**src/rtl/uart_rx_frame_ctrl.sv**
```systemverilog
// Frames UART receiver bytes into SYNC/TYPE/LEN/payload commands held for a valid/ack consumer.
// Define UART_FRAME_CHKSUM_EN to require and verify a trailing XOR checksum byte per frame.
module uart_rx_frame_ctrl #(
    parameter int         MAX_LEN   = 16,
    parameter logic [7:0] SYNC_BYTE = 8'hA5,
    parameter int         TIMEOUT   = 17360,
    localparam int        AW        = (MAX_LEN > 1) ? $clog2(MAX_LEN) : 1
) (
    input  logic          clk,
    input  logic          rst,
    output logic          rx_en,
    input  logic          rx_ready,
    input  logic [7:0]    rx_data,
    output logic          frame_valid,
    input  logic          frame_ack,
    output logic [7:0]    frame_type,
    output logic [7:0]    frame_len,
    input  logic [AW-1:0] rd_addr,
    output logic [7:0]    rd_data,
    output logic          err_chk,
    output logic          err_len,
    output logic          err_timeout,
    output logic [7:0]    drop_cnt
);
    localparam int            DEPTH     = 1 << AW;
    localparam int            TW        = (TIMEOUT > 1) ? $clog2(TIMEOUT) : 1;
    localparam logic [8:0]    MAX_LEN_W = 9'(MAX_LEN);
    localparam logic [TW-1:0] TO_LAST   = TW'(TIMEOUT - 1);

    typedef enum logic [2:0] {
        S_HUNT,
        S_TYPE,
        S_LEN,
        S_PAYLOAD,
        S_CHK,
        S_HOLD
    } state_t;

    state_t        state;
    logic          rx_ready_q;
    logic          byte_ev;
    logic          is_sync;
    logic          to_run;
    logic          to_fire;
    logic          last_pay;
    logic [7:0]    type_q;
    logic [7:0]    len_q;
    logic [7:0]    idx;
    logic [TW-1:0] to_cnt;
    logic [7:0]    buffer [DEPTH];

    assign byte_ev  = rx_ready & ~rx_ready_q;
    assign is_sync  = (rx_data == SYNC_BYTE);
    assign to_run   = (state inside {S_TYPE, S_LEN, S_PAYLOAD, S_CHK});
    assign to_fire  = to_run & ~byte_ev & (to_cnt == TO_LAST);
    assign last_pay = (idx == len_q - 8'd1);
    assign rd_data  = buffer[rd_addr];

    // Payload storage is only written while collecting, so it stays frozen during HOLD.
    always_ff @(posedge clk) begin
        if (byte_ev && state == S_PAYLOAD) begin
            buffer[idx[AW-1:0]] <= rx_data;
        end
    end

`ifdef UART_FRAME_CHKSUM_EN
    logic [7:0] chk;

    always_ff @(posedge clk) begin
        if (rst) begin
            chk <= '0;
        end else if (byte_ev) begin
            if (state == S_HUNT || state == S_HOLD) begin
                chk <= '0;
            end else if (state != S_CHK) begin
                chk <= chk ^ rx_data;
            end
        end
    end
`else
    assign err_chk = 1'b0;
`endif

    always_ff @(posedge clk) begin
        if (rst) begin
            state       <= S_HUNT;
            rx_ready_q  <= 1'b0;
            rx_en       <= 1'b0;
            frame_valid <= 1'b0;
            frame_type  <= '0;
            frame_len   <= '0;
            err_len     <= 1'b0;
            err_timeout <= 1'b0;
            drop_cnt    <= '0;
            to_cnt      <= '0;
            type_q      <= '0;
            len_q       <= '0;
            idx         <= '0;
`ifdef UART_FRAME_CHKSUM_EN
            err_chk     <= 1'b0;
`endif
        end else begin
            rx_ready_q  <= rx_ready;
            rx_en       <= ~to_fire;
            err_timeout <= to_fire;
            err_len     <= 1'b0;
`ifdef UART_FRAME_CHKSUM_EN
            err_chk     <= 1'b0;
`endif
            to_cnt      <= (byte_ev || !to_run) ? '0 : to_cnt + 1'b1;

            // A byte arriving in the expiry cycle keeps to_fire low, so the byte wins.
            if (to_fire) begin
                state <= S_HUNT;
            end else if (byte_ev) begin
                case (state)
                    S_HUNT: begin
                        if (is_sync) state <= S_TYPE;
                    end
                    S_TYPE: begin
                        type_q <= rx_data;
                        state  <= S_LEN;
                    end
                    S_LEN: begin
                        len_q <= rx_data;
                        idx   <= '0;
                        if ({1'b0, rx_data} > MAX_LEN_W) begin
                            err_len <= 1'b1;
                            state   <= S_HUNT;
                        end else if (rx_data != 8'd0) begin
                            state <= S_PAYLOAD;
                        end else begin
`ifdef UART_FRAME_CHKSUM_EN
                            state <= S_CHK;
`else
                            frame_valid <= 1'b1;
                            frame_type  <= type_q;
                            frame_len   <= 8'd0;
                            state       <= S_HOLD;
`endif
                        end
                    end
                    S_PAYLOAD: begin
                        idx <= idx + 8'd1;
                        if (last_pay) begin
`ifdef UART_FRAME_CHKSUM_EN
                            state <= S_CHK;
`else
                            frame_valid <= 1'b1;
                            frame_type  <= type_q;
                            frame_len   <= len_q;
                            state       <= S_HOLD;
`endif
                        end
                    end
`ifdef UART_FRAME_CHKSUM_EN
                    S_CHK: begin
                        if (rx_data == chk) begin
                            frame_valid <= 1'b1;
                            frame_type  <= type_q;
                            frame_len   <= len_q;
                            state       <= S_HOLD;
                        end else begin
                            err_chk <= 1'b1;
                            state   <= S_HUNT;
                        end
                    end
`endif
                    S_HOLD: begin
                        if (frame_ack) begin
                            frame_valid <= 1'b0;
                            state       <= is_sync ? S_TYPE : S_HUNT;
                        end else if (drop_cnt != 8'hFF) begin
                            drop_cnt <= drop_cnt + 8'd1;
                        end
                    end
                    default: state <= S_HUNT;
                endcase
            end else if (state == S_HOLD && frame_ack) begin
                frame_valid <= 1'b0;
                state       <= S_HUNT;
            end
        end
    end

endmodule

```
**config.mk**
```make
export PLATFORM = sky130hd
export DESIGN_NAME = uart_rx_frame_ctrl
export DESIGN_NICKNAME = d
export VERILOG_FILES = /design/src/rtl/uart_rx_frame_ctrl.sv
export SDC_FILE = /design/constraint.sdc
export NUM_CORES = 1
export LEC_CHECK = 0
export CAP_MARGIN = 20
export CELL_PAD_IN_SITES_DETAIL_PLACEMENT = 1
export CELL_PAD_IN_SITES_GLOBAL_PLACEMENT = 1
export CORE_ASPECT_RATIO = 1.4
export CORE_MARGIN = 2
export CORE_UTILIZATION = 44
export CTS_CLUSTER_SIZE = 8
export DETAILED_ROUTE_END_ITERATION = 7
export MAX_ROUTING_LAYER = met4
export PLACE_DENSITY_LB_ADDON = 0.1
export SLEW_MARGIN = 20
export SYNTH_ARGS = -nofsm -noshare
export SYNTH_HDL_FRONTEND = slang
export SYNTH_SLANG_ARGS = --single-unit
```
**constraint.sdc**
```tcl
create_clock -name clk -period 2.4 [get_ports clk]
set_input_delay 0.48 -clock clk [delete_from_list [all_inputs] [get_ports clk]]
set_output_delay 0.48 -clock clk [all_outputs]
set_load 0.005 [all_outputs]
```
# [After elaboration in Yosys (flattened, before gate mapping)]
# Memory sizes are Yosys's and may differ from the RTL's.
# Index checks and enable logic that the tools add are counted.
[totals] wordCells=92 input_bits=16 out_inout_bits=37 n_memories=1 ram_bits=128 reg_bits=71
[classes] addsub=4 reduce_logical=19 bitwise=8 mux=28 order_cmp=1 eq_ne=18
[memory_table] name="buffer" depth=16 width=8 rd=1 rd_clocked_by_memory_dff=0 write_ports=1 line_no="50" rtl="logic [7:0] buffer [DEPTH];"
[ops] operator="2-to-1 mux 8 bit" n=6
[ops] operator="case mux 8 bit (2 select lines)" n=3
[ops] operator="2-to-1 mux 3 bit" n=7
[ops] operator="adder 8 x 1 -> 8 bit (second input constant)" n=2
[ops] operator="adder 15 x 1 -> 15 bit (second input constant)" n=1
[ops] operator="== test 15 bit (second input constant)" n=1
[ops] operator="inequality test 3 bit (second input constant)" n=5
[ops] operator="case mux 3 bit (5 select lines)" n=1
[ops] operator="2-to-1 mux 1 bit" n=10
[ops] operator="AND reduction 3 bit" n=3
[ops] operator="== test 8 bit" n=1
[ops] operator="== test 8 bit (second input constant)" n=1
[ops] operator="> comparator 8 x 5 -> 1 bit (second input constant)" n=1
[ops] operator="inequality test 8 bit (second input constant)" n=1
[ops] operator="nonzero test 8 bit" n=1
[ops] operator="subtractor 8 x 1 -> 8 bit (second input constant)" n=1
[ops] operator="AND reduction 7 bit" n=1
[ops] operator="== test 3 x 2 -> 1 bit (second input constant)" n=2
[ops] operator="== test 3 bit (second input constant)" n=2
[ops] operator="inequality test 2 bit (second input constant)" n=3
[ops] operator="AND reduction 6 bit" n=1
[ops] operator="inverter 1 bit" n=5
[ops] operator="AND reduction 5 bit" n=1
[ops] operator="inequality test 4 x 1 -> 1 bit (second input constant)" n=1
[ops] operator="12 further kinds" n=17

# [Depth between registers and ports, before layout]
[depth] depth_word=7 ltp_mapped=11 mapped_depth_nobuf=8

# [Worst setup path before layout]
# OpenSTA, ideal clock, no wires.
[synth_path] path_type="input port to output port" startpoint="input rd_addr[0]" endpoint="output rd_data[0]" required_ns=1.920 cell_stages=4 setup_slack_ns=-0.073 arrival_time_ns=1.993 n_path_buf=2 cell_sequence="clkbuf_1 > buf_2 > mux4_2 > mux4_2"
[synth_between] elab_chain_cells=1
[synth_lines] element="start: declaration" line_no="18" rtl="input logic [AW-1:0] rd_addr,"
[synth_lines] element="memory (16 x 8 bit)"
[synth_lines] element="end: declaration" line_no="19" rtl="output logic [7:0] rd_data,"
# Every way passes these cells.

# [Worst setup path in the final report]
[layout_path] startpoint="memory buffer[15][2]" endpoint="output rd_data[2]"
[layout_between] elab_chain_cells=1
[layout_lines] element="start: declaration" line_no="50"
[layout_lines] element="memory (16 x 8 bit)"
# Every way passes these cells.

==> metrics <==
status complete, but fails checks; violated checks setup timing; element type at the critical path start register; via count of the first global-routing pass 5970; total clock buffers created by CTS 17; Net count, final 744; net switching component of the power 1.586 mW; share of final-layout standard cells stronger than drive strength 1 23.16%; multi-input combinational cell area 2912 sq um; worst-path maximum fanout 1; final standard cell utilization of the core 55.36%; unrepaired setup endpoints after global routing yes; die area 20180 sq um; wire length of the first global-routing pass 34800 um; height of the chip 167.3 um; Overflow after GRT 0; leakage 3.492 nW; data required time of the worst path 1920 ps; final weighted congestion in routability-driven placement 0.8096; number of vias in the routed layout 5445; number of clock sinks seen by CTS 199; top flip-flop cell by instance count after synthesis sky130_fd_sc_hd__edfxtp_1; Tot GR Track Use 23.92%; met1 Usage GRT 25.70%; total number of yosys warnings 0; post-synthesis net count 641; count of cell types in the netlist 58; Die W 120.6 um; layer carrying the most global-route usage met2; area of the core 18600 sq um; sequential fraction of the synthesis area 62.82%; net switching fraction of the power 23.32%; number of cell rows 59; post-detailed-placement half-perimeter wirelength 15040 um; Worst Tran Pin Value 610.8 ps; number of antenna diodes 0; clock-pin transition on the worst setup and hold timing paths 80 ps; count of fill cells added during filler insertion 1874; worst-case hold slack 447.9 ps; average wire per cell in the routed design 22.53 um; Detailed Route WL 22030 um; worst-case setup margin in the final layout -60.95 ps; Critical Path End Type output pin; Post-synth EDFFs 128; CTS HTree Levels 4; GRT met3 Usage 3.747%; highest attainable clock frequency 406.3 MHz; signed area change from the synthesized netlist to the final layout 22.89%; VDD IR max 432.9 uV; number of max-capacitance violations reported 0; largest net degree at the start of global routing 39; Crit path arrival time 1980 ps; hold violation count in the final report 0; mean cell area of the mapped netlist 13.56 sq um; minimum period implied by the final worst setup slack 2461 ps; initial core utilization 45.05%; later-pin clock latency in the skew report 440 ps; cell chosen for the clock root sky130_fd_sc_hd__clkbuf_16; Post-Syn Instances 618; clk_skew 10.79 ps; clock share of power 40.7%; number of detailed-routing iterations run before antenna repair 4; path type of the worst setup path reg -> out; clock tree from TritonCTS yes; portion of total power attributed to combinational logic 5.7%; total setup violations reported at the end of the flow 6; GR Layer Usage met2 44.66%; Period Utilization, post-route 102.5%; Pins Over Slew Limit 0; Routed Antenna Nets 0; boundary pin count 53; ys async rst share 0%; detailed router's first-iteration violation count 343; Clock Path Buffers 2; residual DRC count 0; flip-flop and latch count after synthesis 199; tightest slew margin relative to the limit 59.16%; combined area of all synthesized cells 8381 sq um; detail-routed via count per cell 5.567; number of hold buffers added after CTS 0; internal power 5.216 mW; number of buffer cells added on primary ports 51; Storage cell area 5265 sq um; HP Class reg -> reg; initial antenna violation count 0; sequential share of power 53.6%; total power divided by cell area 660.4 nW/um^2
[repair_timing]
action                                  CTS  global route
gates resized for setup                  45             6
gates cloned                              2             0
buffers inserted                         10             1
pin swaps                                 0             3
endpoints found under the setup margin   21            26
[path summary, 6_finish.rpt]
check / start / end / slack [ps] / depth (start not counted)
hold reg to reg: frame_valid$_SDFFE_PP0P_ / frame_valid$_SDFFE_PP0P_ / 450 / 2
setup / recovery: buffer[15][2]$_DFFE_PP_ / rd_data[2] / -60 / 3
hold / removal: frame_valid$_SDFFE_PP0P_ / frame_valid$_SDFFE_PP0P_ / 450 / 2
setup reg to reg: len_q[1]$_SDFFE_PP0P_ / frame_len[4]$_SDFFE_PP0P_ / 160 / 8
[per-layer routing]
layer  part of all wire (%)  up-vias  wire (um)
met3                    3.1       30        679
met2                     57      115      12660
met4                    2.0        0        434
met5                      0        -          0
li1                       -     2532          -
met1                     37     2768       8262
[synth_stat cells (7+ instances only)]
master	number	area, sq um
sky130_fd_sc_hd__edfxtp_1	128	3844
sky130_fd_sc_hd__dfxtp_1	71	1421
sky130_fd_sc_hd__nand2_1	52	195.2
sky130_fd_sc_hd__nor2_1	51	191.4
sky130_fd_sc_hd__mux4_2	40	900.9
sky130_fd_sc_hd__clkbuf_1	28	105.1
sky130_fd_sc_hd__a21oi_1	26	130.1
sky130_fd_sc_hd__nand3_1	24	120.1
sky130_fd_sc_hd__o21ai_0	17	85.08
sky130_fd_sc_hd__xor2_1	16	140.1
sky130_fd_sc_hd__and3_1	15	93.84
sky130_fd_sc_hd__nor3_1	14	70.07
sky130_fd_sc_hd__inv_1	12	45.04
sky130_fd_sc_hd__xnor2_1	12	105.1
sky130_fd_sc_hd__a2bb2oi_1	8	70.07
sky130_fd_sc_hd__a32o_1	8	80.08
sky130_fd_sc_hd__ha_1	7	87.58
[through the flow]
step | power, mW | instances | setup slack, ps | instance area, sq um | setup TNS, ps
6_report | 6.802 | 978 | -60.95 | 10300 | -247.6
3_5_place_dp | 4.084 | 933 | -622.0 | 9524 | -8991
5_1_grt | 7.005 | 978 | -96.95 | 10300 | -609.9
3_3_place_gp | 4.070 | 933 | -601.7 | 9524 | -7145
4_1_cts | 6.841 | 977 | -77.37 | 10240 | -338.8
2_1_floorplan | 3.902 | 618 | 2.351 | 8388 | 0
[critical path, stage by stage (launching register included)]
cell and delay (ps):
sky130_fd_sc_hd__edfxtp_1 420, sky130_fd_sc_hd__mux4_2 500, sky130_fd_sc_hd__mux4_2 480, sky130_fd_sc_hd__buf_2 140
[sequential cells by signal (all words and copies together) (netlist names)]
name         count
len_q            8
frame_type       8
rx_en            1
err_len          1
to_cnt          15
drop_cnt         8
frame_len        8
rx_ready_q       1
state            3
idx              8
frame_valid      1
buffer         128
err_timeout      1
type_q           8
[final cells by class]
class                   count  share of cell area [%]
well taps                 244                   2.964
clock inverters            15                   1.409
repair buffers            125                   11.63
multi-input cells         365                   28.27
flip-flops and latches    199                   51.12
inverters                  13                  0.4738
clock buffers              17                   4.131
[cells by family after synthesis]
family	synth area share [%]
and+or+nand+nor	11.27
DFF	62.82
buffers and inverters	2.822
AOI/OAI and AO/OA	7.823
muxes	11.24
xor gates and xnor gates	2.926
other	0.04475
adders and majority gates	1.045
[power by group through the flow]
stage               clock network [mW]  logic, mW  registers [mW]
finish                            2.77      0.385            3.65
global route                      2.94      0.415            3.65
CTS                               2.81      0.383            3.65
detailed placement                   0      0.358            3.73
global placement                     0      0.345            3.73
floorplan                            0      0.179            3.72
[placed cells by master (no fill, tap or decap), types with 7 or more instances in the layout]
cell type	synthesis	layout
sky130_fd_sc_hd__buf_4	1	61
sky130_fd_sc_hd__a21oi_1	26	26
sky130_fd_sc_hd__edfxtp_1	128	128
sky130_fd_sc_hd__inv_1	12	12
sky130_fd_sc_hd__xor2_1	16	16
sky130_fd_sc_hd__nand3_1	24	24
sky130_fd_sc_hd__buf_2	6	7
sky130_fd_sc_hd__xnor2_1	12	12
sky130_fd_sc_hd__clkbuf_16	0	17
sky130_fd_sc_hd__nor2_1	51	51
sky130_fd_sc_hd__clkdlybuf4s50_1	0	40
sky130_fd_sc_hd__mux4_2	40	40
sky130_fd_sc_hd__ha_1	7	7
sky130_fd_sc_hd__a32o_1	8	8
sky130_fd_sc_hd__and3_1	15	15
sky130_fd_sc_hd__buf_12	0	9
sky130_fd_sc_hd__dfxtp_1	71	71
sky130_fd_sc_hd__a2bb2oi_1	8	8
sky130_fd_sc_hd__nor3_1	14	14
sky130_fd_sc_hd__o21ai_0	17	17
sky130_fd_sc_hd__nand2_1	52	52
Note: power is estimated with default switching activity, not from simulation.
